--- config.mk ---
export PLATFORM = sky130hd
export DESIGN_NAME = spike_net_interface
export DESIGN_NICKNAME = d
export VERILOG_FILES = /design/src/rtl/spike_noc_pkg.sv /design/src/rtl/spike_net_interface_sync_fifo.sv /design/src/rtl/spike_net_interface.sv
export SDC_FILE = /design/constraint.sdc
export NUM_CORES = 1
export LEC_CHECK = 0
export ABC_CLOCK_PERIOD_IN_PS = 3130
export CORE_AREA = 3 3 134 136
export DETAILED_ROUTE_END_ITERATION = 8
export DIE_AREA = 0 0 137 139
export GPL_TIMING_DRIVEN = 0
export PLACE_DENSITY = 0.76
export SLEW_MARGIN = 20
export SYNTH_ARGS = -nofsm -noshare
export SYNTH_HDL_FRONTEND = slang
export SYNTH_SLANG_ARGS = --single-unit
--- constraint.sdc ---
create_clock -name clk -period 3.13 [get_ports clk]
set_clock_uncertainty 0.15 [all_clocks]
set_input_delay 0.4695 -clock clk [delete_from_list [all_inputs] [get_ports clk]]
set_output_delay 0.4695 -clock clk [all_outputs]
set_load 0.05 [all_outputs]
--- src/rtl/spike_noc_pkg.sv ---
// Shared flit layout for the spike mesh: field positions, field widths and
// the pack helper used by the network interface.
package spike_noc_pkg;

  localparam int FLIT_W   = 32;
  localparam int COORD_W  = 4;
  localparam int NEURON_W = 16;
  // RX entries keep only what the CPU reads back: {src_x, src_y, neuron}.
  localparam int RX_W     = 2 * COORD_W + NEURON_W;

  localparam int DEST_X_LSB = 28;
  localparam int DEST_Y_LSB = 24;
  localparam int SRC_X_LSB  = 20;
  localparam int SRC_Y_LSB  = 16;
  localparam int NEURON_LSB = 0;

  function automatic logic [FLIT_W-1:0] pack_flit(
    input logic [COORD_W-1:0]  dest_x,
    input logic [COORD_W-1:0]  dest_y,
    input logic [COORD_W-1:0]  src_x,
    input logic [COORD_W-1:0]  src_y,
    input logic [NEURON_W-1:0] neuron
  );
    return {dest_x, dest_y, src_x, src_y, neuron};
  endfunction

  function automatic logic [15:0] sat_inc(input logic [15:0] value);
    return (value == 16'hFFFF) ? value : value + 16'd1;
  endfunction

endpackage

--- src/rtl/spike_net_interface_sync_fifo.sv ---
// Synchronous FIFO with a separate occupancy count; a pop makes room for a
// push on the same edge. peek_next selects the entry behind the head.
module sync_fifo #(
  parameter int WIDTH = 32,
  parameter int DEPTH = 4
) (
  input  logic                       clk,
  input  logic                       rst,
  input  logic                       push,
  input  logic [WIDTH-1:0]           push_data,
  input  logic                       pop,
  input  logic                       peek_next,
  output logic [WIDTH-1:0]           rd_data,
  output logic                       full,
  output logic                       empty,
  output logic [$clog2(DEPTH):0]     count
);

  localparam int AW = $clog2(DEPTH);
  localparam logic [AW:0]   FULL_CNT = (AW + 1)'(DEPTH);
  localparam logic [AW:0]   CNT_ONE  = (AW + 1)'(1);
  localparam logic [AW-1:0] PTR_ONE  = AW'(1);

  logic [WIDTH-1:0] mem [DEPTH];
  logic [AW-1:0]    wr_ptr;
  logic [AW-1:0]    rd_ptr;
  logic [AW-1:0]    rd_idx;
  logic             do_push;
  logic             do_pop;

  assign empty   = (count == '0);
  assign full    = (count == FULL_CNT);
  assign do_pop  = pop & ~empty;
  assign do_push = push & (~full | do_pop);
  assign rd_idx  = rd_ptr + AW'(peek_next);
  assign rd_data = mem[rd_idx];

  always_ff @(posedge clk or negedge rst) begin
    if (!rst) begin
      wr_ptr <= '0;
      rd_ptr <= '0;
      count  <= '0;
    end else begin
      if (do_push) wr_ptr <= wr_ptr + PTR_ONE;
      if (do_pop)  rd_ptr <= rd_ptr + PTR_ONE;
      case ({do_push, do_pop})
        2'b10:   count <= count + CNT_ONE;
        2'b01:   count <= count - CNT_ONE;
        default: count <= count;
      endcase
    end
  end

  always_ff @(posedge clk) begin
    if (do_push) mem[wr_ptr] <= push_data;
  end

endmodule

--- src/rtl/spike_net_interface.sv ---
// Mesh node network interface: CPU spike posts go to the router (TX FIFO) or
// loop back locally (RX FIFO). Optional counters under SPIKE_NI_STATS_EN.
module spike_net_interface
  import spike_noc_pkg::*;
#(
  parameter int DATA_WIDTH = 32,
  parameter int X_ID       = 0,
  parameter int Y_ID       = 0,
  parameter int FIFO_DEPTH = 4
) (
  input  logic                  clk,
  input  logic                  rst,
  input  logic                  spk_wr,
  input  logic [3:0]            spk_dest_x,
  input  logic [3:0]            spk_dest_y,
  input  logic [15:0]           spk_neuron,
  output logic                  spk_busywait,
  output logic                  rtr_out_valid,
  output logic [DATA_WIDTH-1:0] rtr_out_flit,
  input  logic                  rtr_out_ready,
  input  logic                  rtr_in_valid,
  input  logic [DATA_WIDTH-1:0] rtr_in_flit,
  output logic                  rtr_in_ready,
  input  logic                  rx_rd,
  output logic                  rx_empty,
  output logic [15:0]           rx_neuron,
  output logic [3:0]            rx_src_x,
  output logic [3:0]            rx_src_y
`ifdef SPIKE_NI_STATS_EN
  ,
  output logic [15:0]           stat_tx_cnt,
  output logic [15:0]           stat_rx_cnt,
  output logic [15:0]           stat_loop_cnt,
  output logic [15:0]           stat_misroute_cnt
`endif
);

  localparam int AW = $clog2(FIFO_DEPTH);
  localparam logic [AW:0]         CNT_ONE = (AW + 1)'(1);
  localparam logic [COORD_W-1:0]  MY_X    = COORD_W'(X_ID);
  localparam logic [COORD_W-1:0]  MY_Y    = COORD_W'(Y_ID);

  logic                  is_local;
  logic                  tx_push, tx_pop, tx_full, tx_empty;
  logic [AW:0]           tx_count;
  logic [DATA_WIDTH-1:0] tx_wdata, tx_head;
  logic                  out_valid_d;
  logic                  rx_push, rx_pop, rx_can, rx_full, rx_fifo_empty;
  logic [AW:0]           rx_count;
  logic [RX_W-1:0]       rx_wdata, rx_head;
  logic                  rtr_take, loop_take;

  assign is_local = (spk_dest_x == MY_X) && (spk_dest_y == MY_Y);
  assign tx_wdata = pack_flit(spk_dest_x, spk_dest_y, MY_X, MY_Y, spk_neuron);

  // Valid/ready on both router ports: a flit moves on an edge where valid and
  // ready are both high; valid never drops and data never changes until then.
  assign tx_pop  = rtr_out_valid & rtr_out_ready;
  assign tx_push = spk_wr & ~is_local & (~tx_full | tx_pop);

  sync_fifo #(.WIDTH(DATA_WIDTH), .DEPTH(FIFO_DEPTH)) u_tx_fifo (
    .clk       (clk),
    .rst       (rst),
    .push      (tx_push),
    .push_data (tx_wdata),
    .pop       (tx_pop),
    .peek_next (tx_pop),
    .rd_data   (tx_head),
    .full      (tx_full),
    .empty     (tx_empty),
    .count     (tx_count)
  );

  // The output register mirrors the head the FIFO will hold after this edge's
  // pop, so a newly posted flit shows up one edge after it is written.
  assign out_valid_d = tx_pop ? (tx_count > CNT_ONE) : ~tx_empty;

  always_ff @(posedge clk or negedge rst) begin
    if (!rst) begin
      rtr_out_valid <= 1'b0;
      rtr_out_flit  <= '0;
    end else begin
      rtr_out_valid <= out_valid_d;
      rtr_out_flit  <= out_valid_d ? tx_head : '0;
    end
  end

  // Router flits win the RX write port; a local post waits behind them.
  assign rx_pop       = rx_rd & (rx_count != '0);
  assign rx_can       = ~rx_full | rx_pop;
  assign rtr_in_ready = rx_can;
  assign rtr_take     = rtr_in_valid & rx_can;
  assign loop_take    = spk_wr & is_local & rx_can & ~rtr_in_valid;
  assign rx_push      = rtr_take | loop_take;
  assign rx_wdata     = rtr_take ? {rtr_in_flit[SRC_X_LSB +: COORD_W],
                                    rtr_in_flit[SRC_Y_LSB +: COORD_W],
                                    rtr_in_flit[NEURON_LSB +: NEURON_W]}
                                 : {MY_X, MY_Y, spk_neuron};

  assign spk_busywait = spk_wr & ~(tx_push | loop_take);

  sync_fifo #(.WIDTH(RX_W), .DEPTH(FIFO_DEPTH)) u_rx_fifo (
    .clk       (clk),
    .rst       (rst),
    .push      (rx_push),
    .push_data (rx_wdata),
    .pop       (rx_pop),
    .peek_next (1'b0),
    .rd_data   (rx_head),
    .full      (rx_full),
    .empty     (rx_fifo_empty),
    .count     (rx_count)
  );

  assign rx_empty  = rx_fifo_empty;
  assign rx_src_x  = rx_fifo_empty ? '0 : rx_head[RX_W-1 -: COORD_W];
  assign rx_src_y  = rx_fifo_empty ? '0 : rx_head[NEURON_W +: COORD_W];
  assign rx_neuron = rx_fifo_empty ? '0 : rx_head[NEURON_W-1:0];

`ifdef SPIKE_NI_STATS_EN
  logic misroute;
  assign misroute = rtr_take & ((rtr_in_flit[DEST_X_LSB +: COORD_W] != MY_X) |
                                (rtr_in_flit[DEST_Y_LSB +: COORD_W] != MY_Y));

  always_ff @(posedge clk or negedge rst) begin
    if (!rst) begin
      stat_tx_cnt       <= '0;
      stat_rx_cnt       <= '0;
      stat_loop_cnt     <= '0;
      stat_misroute_cnt <= '0;
    end else begin
      if (tx_pop)    stat_tx_cnt       <= sat_inc(stat_tx_cnt);
      if (rtr_take)  stat_rx_cnt       <= sat_inc(stat_rx_cnt);
      if (loop_take) stat_loop_cnt     <= sat_inc(stat_loop_cnt);
      if (misroute)  stat_misroute_cnt <= sat_inc(stat_misroute_cnt);
    end
  end
`else
  // Destination bits of received flits only matter to the misroute counter.
  logic unused_rx_dest;
  assign unused_rx_dest = ^{rtr_in_flit[DEST_X_LSB +: COORD_W],
                            rtr_in_flit[DEST_Y_LSB +: COORD_W]};
`endif

endmodule
==> flow_summary.json <==
{
  "status": "finished, final reports clean",
  "final.min_clock_period_ps": 3020,
  "layout_setup_ws_ps": 107,
  "fin_setup_tns_ps": 0,
  "end_kind": "output port",
  "p_leak_nw": 4.12,
  "p_int_mw": 7.65,
  "dieArea_um2": 19000,
  "wl_per_cell_um": 21.3,
  "grt_first_pass_wirelength_um": 28200,
  "drc": 0,
  "drt-initial-drc-count": 272,
  "hold_path_class": "input port to async pin",
  "cts_buffer_depth": 3,
  "seq_area_frac_synth_pct": 72.8,
  "r2r_start": "u_rx_fifo.count[1]$_DFFE_PN0P_",
  "die_x_um": 137,
  "grt_setup_unrepaired": "false",
  "syn_area_per_cell_um2": 20.2,
  "hold_ws_ps": 340,
  "pwr-share-clk_pct": 20.3,
  "place_hpwl_um": 11300,
  "cp_max_fo": 8,
  "synthSimpleGateAreaFrac_pct": 6.06,
  "setup_viol": 0,
  "crit_type": "flop to output port",
  "ys_seq_elements": 231,
  "cts_buffers": 23,
  "dpl-instance-area_um2": 10600,
  "synth_compound_area_share_pct": 0.487,
  "fin_nets": 675,
  "grt.overflow.total": 0,
  "rr_worst_depth": 9,
  "max_slew_margin_pct": 53.7,
  "r2r_end": "u_rx_fifo.count[2]$_DFFE_PN0P_",
  "slowest_stage": "clkdlybuf4s50_1",
  "drv_cap": 0,
  "grt_pass1_vias": 4890,
  "stdcell_area_um2": 11300,
  "slowest_delay_ps": 730,
  "hold_viol": 0,
  "swShare_pct": 37.0,
  "clkTransAtPathRegs_ps": 60,
  "grt_max_degree": 25,
  "cts_tree": "built",
  "synthXorXnorAreaFrac_pct": 1.31,
  "power.density_nw_per_um2": 1070,
  "dpl_worst_slack_ps": -596,
  "chipHeight_um": 139,
  "antenna_cells": 0,
  "start_kind": "flop",
  "drt_first_pass_iters": 4,
  "rrSetupSlack_ps": 680,
  "multi_input_area_um2": 2340,
  "layout_commonest_cell": "edfxtp_1",
  "route.vias.total": 4533,
  "port-buffer-count": 105,
  "path_cells": "buf_4, mux4_2, nor2b_1, clkdlybuf4s50_1",
  "start_util_pct": 54.3,
  "syn_to_final_growth_pct": 22.4,
  "htree_levels": 1,
  "synth-warning-count": 0,
  "drive_gt1_share_pct": 23.8,
  "switchingPower_mw": 4.50,
  "worst_pin_slew_ps": 695,
  "synth.area.mux_share_pct": 14.4,
  "synth_cell_types": 37,
  "drt-vias-per-instance": 5.41,
  "ant_nets": 0,
  "grtUsageTotal_pct": 19.4,
  "netlist_area_um2": 9260,
  "antenna_found_initial": 0,
  "post-route-period-util_pct": 96.6,
  "synth_adder_area_share_pct": 2.24,
  "routed_wl_um": 17800,
  "rows": 48,
  "syn_inst": 458,
  "report.final.slew_viol_count": 0,
  "core_area_um2": 17100,
  "ir_drop_uv": 658,
  "p_comb_share_pct": 43.0,
  "fmax_mhz": 331,
  "crit_required_ps": 2510,
  "fillers": 1132,
  "ctsRootBufferMaster": "clkbuf_16",
  "cts_sinks": 231,
  "synth_top_family_by_area": "multiplexers",
  "most-common-layout-cells": "edfxtp_1 (192), clkdlybuf4s50_1 (83), mux4_2 (48), dfrtp_1 (39), nor2b_1 (33)",
  "ios": 122,
  "seqPwrFrac_pct": 36.7,
  "worstSkewPairLatency_ps": 500,
  "cp-endpoint": "rx_neuron[15]",
  "gp_congestion": 0.744,
  "cp.arrival_ps": 2400,
  "crit_start": "u_rx_fifo.rd_ptr[0]$_DFFE_PN0P_",
  "regArea_um2": 6740
}
logic make-up (layout without fill, tap and decap cells):
family,after synthesis,count (layout)
buf+inv,41,189
other cells,1,8
flops,231,231
compound gates,7,7
xor+xnor,13,13
simple gates,82,82
fa+ha+maj,16,16
mux,67,67
Yosys cell counts (all sizes together):
cell type,number,area [um^2]
a21oi,2,10.0
and2,8,50.1
buf,20,159
o311a,1,11.3
xnor2,8,70.1
nor2b,33,206
a211oi,1,7.51
conb,1,3.75
mux4,48,1080
o21ai,2,10.0
and2b,16,120
ha,15,188
inv,15,58.8
nand2,7,42.5
xor2,5,51.3
nor2,3,13.8
nand3,1,5.00
nor3,2,20.0
dfrtp,39,976
and3,9,66.3
fa,1,20.0
mux2,18,244
nor4b,1,23.8
a31oi,1,6.26
mux2i,1,10.0
clkbuf,6,22.5
nor4,2,12.5
edfxtp,192,5770
state kept, by name, summed over array words and instances, names as in the netlist:
name              flops
u_rx_fifo.mem        96
u_tx_fifo.mem        96
rtr_out_flit         24
u_rx_fifo.count       3
u_tx_fifo.count       3
u_rx_fifo.rd_ptr      2
u_rx_fifo.wr_ptr      2
u_tx_fifo.rd_ptr      2
u_tx_fifo.wr_ptr      2
rtr_out_valid         1
worst min path at each step:
stage                                                from                              end  slack, ps
after floorplan                                       rst        rtr_out_flit[0]$_DFF_PN0_         20
after global placement    u_tx_fifo.rd_ptr[0]$_DFFE_PN0P_  u_tx_fifo.rd_ptr[0]$_DFFE_PN0P_        330
after detailed placement                              rst       rtr_out_flit[10]$_DFF_PN0_        330
after CTS                                             rst        rtr_out_flit[8]$_DFF_PN0_        340
after global routing                                  rst        rtr_out_flit[8]$_DFF_PN0_        360
final                                                 rst        rtr_out_flit[8]$_DFF_PN0_        340
stage by stage:
stage	utilization, %	std cells	total power [mW]
after floorplan	-	465	8.27
after global placement	62.2	795	9.78
after detailed placement	62.4	796	9.90
after CTS	66.4	838	12.3
after global routing	66.4	838	12.8
final	66.4	838	12.2
what timing repair did:
action | CTS | global route
setup buffers | 0 | 0
gates resized for setup | 29 | 4
pin swaps | 0 | 1
setup endpoints to repair | 21 | 5
endpoints found under the hold margin | 18 | 0
hold buffers | 1 | 0
worst max-delay path, delay by kind of cell, from the launching register on:
kind	cells	cell delay, ps
buffers and inverters	2	930
flip-flops	1	320
multiplexers	1	510
AND/OR/NAND/NOR	1	170
power groups by stage:
stage	Clock (mW)	Combinational [mW]	Sequential, mW
6_report	2.47	5.22	4.46
5_1_grt	2.64	5.58	4.53
4_1_cts	2.51	5.31	4.47
3_5_place_dp	0	5.39	4.51
3_3_place_gp	0	5.30	4.47
2_1_floorplan	0	3.27	5.00
metal layers:
| layer | part of all wire, % | up-vias | routed length [um] | global-route usage [%] |
|---|---|---|---|---|
| li1 | - | 2026 | - | - |
| met2 | 51 | 142 | 9070 | 32.7 |
| met4 | 1.5 | 0 | 271 | 4.46 |
| met3 | 6.4 | 25 | 1140 | 3.23 |
| met5 | 0 | - | 0 | 0 |
| met1 | 41 | 2340 | 7350 | 27.0 |
area by class of cell:
class / count / area share [%]
tap: 225 / 2.48
clock inverter: 5 / 0.232
sequential: 231 / 59.5
inverter: 15 / 0.519
timing repair buffer: 107 / 9.30
multi-input combinational: 193 / 20.6
clock buffer: 36 / 5.69
buffer: 26 / 1.67
(Power assumes the default switching activity.)
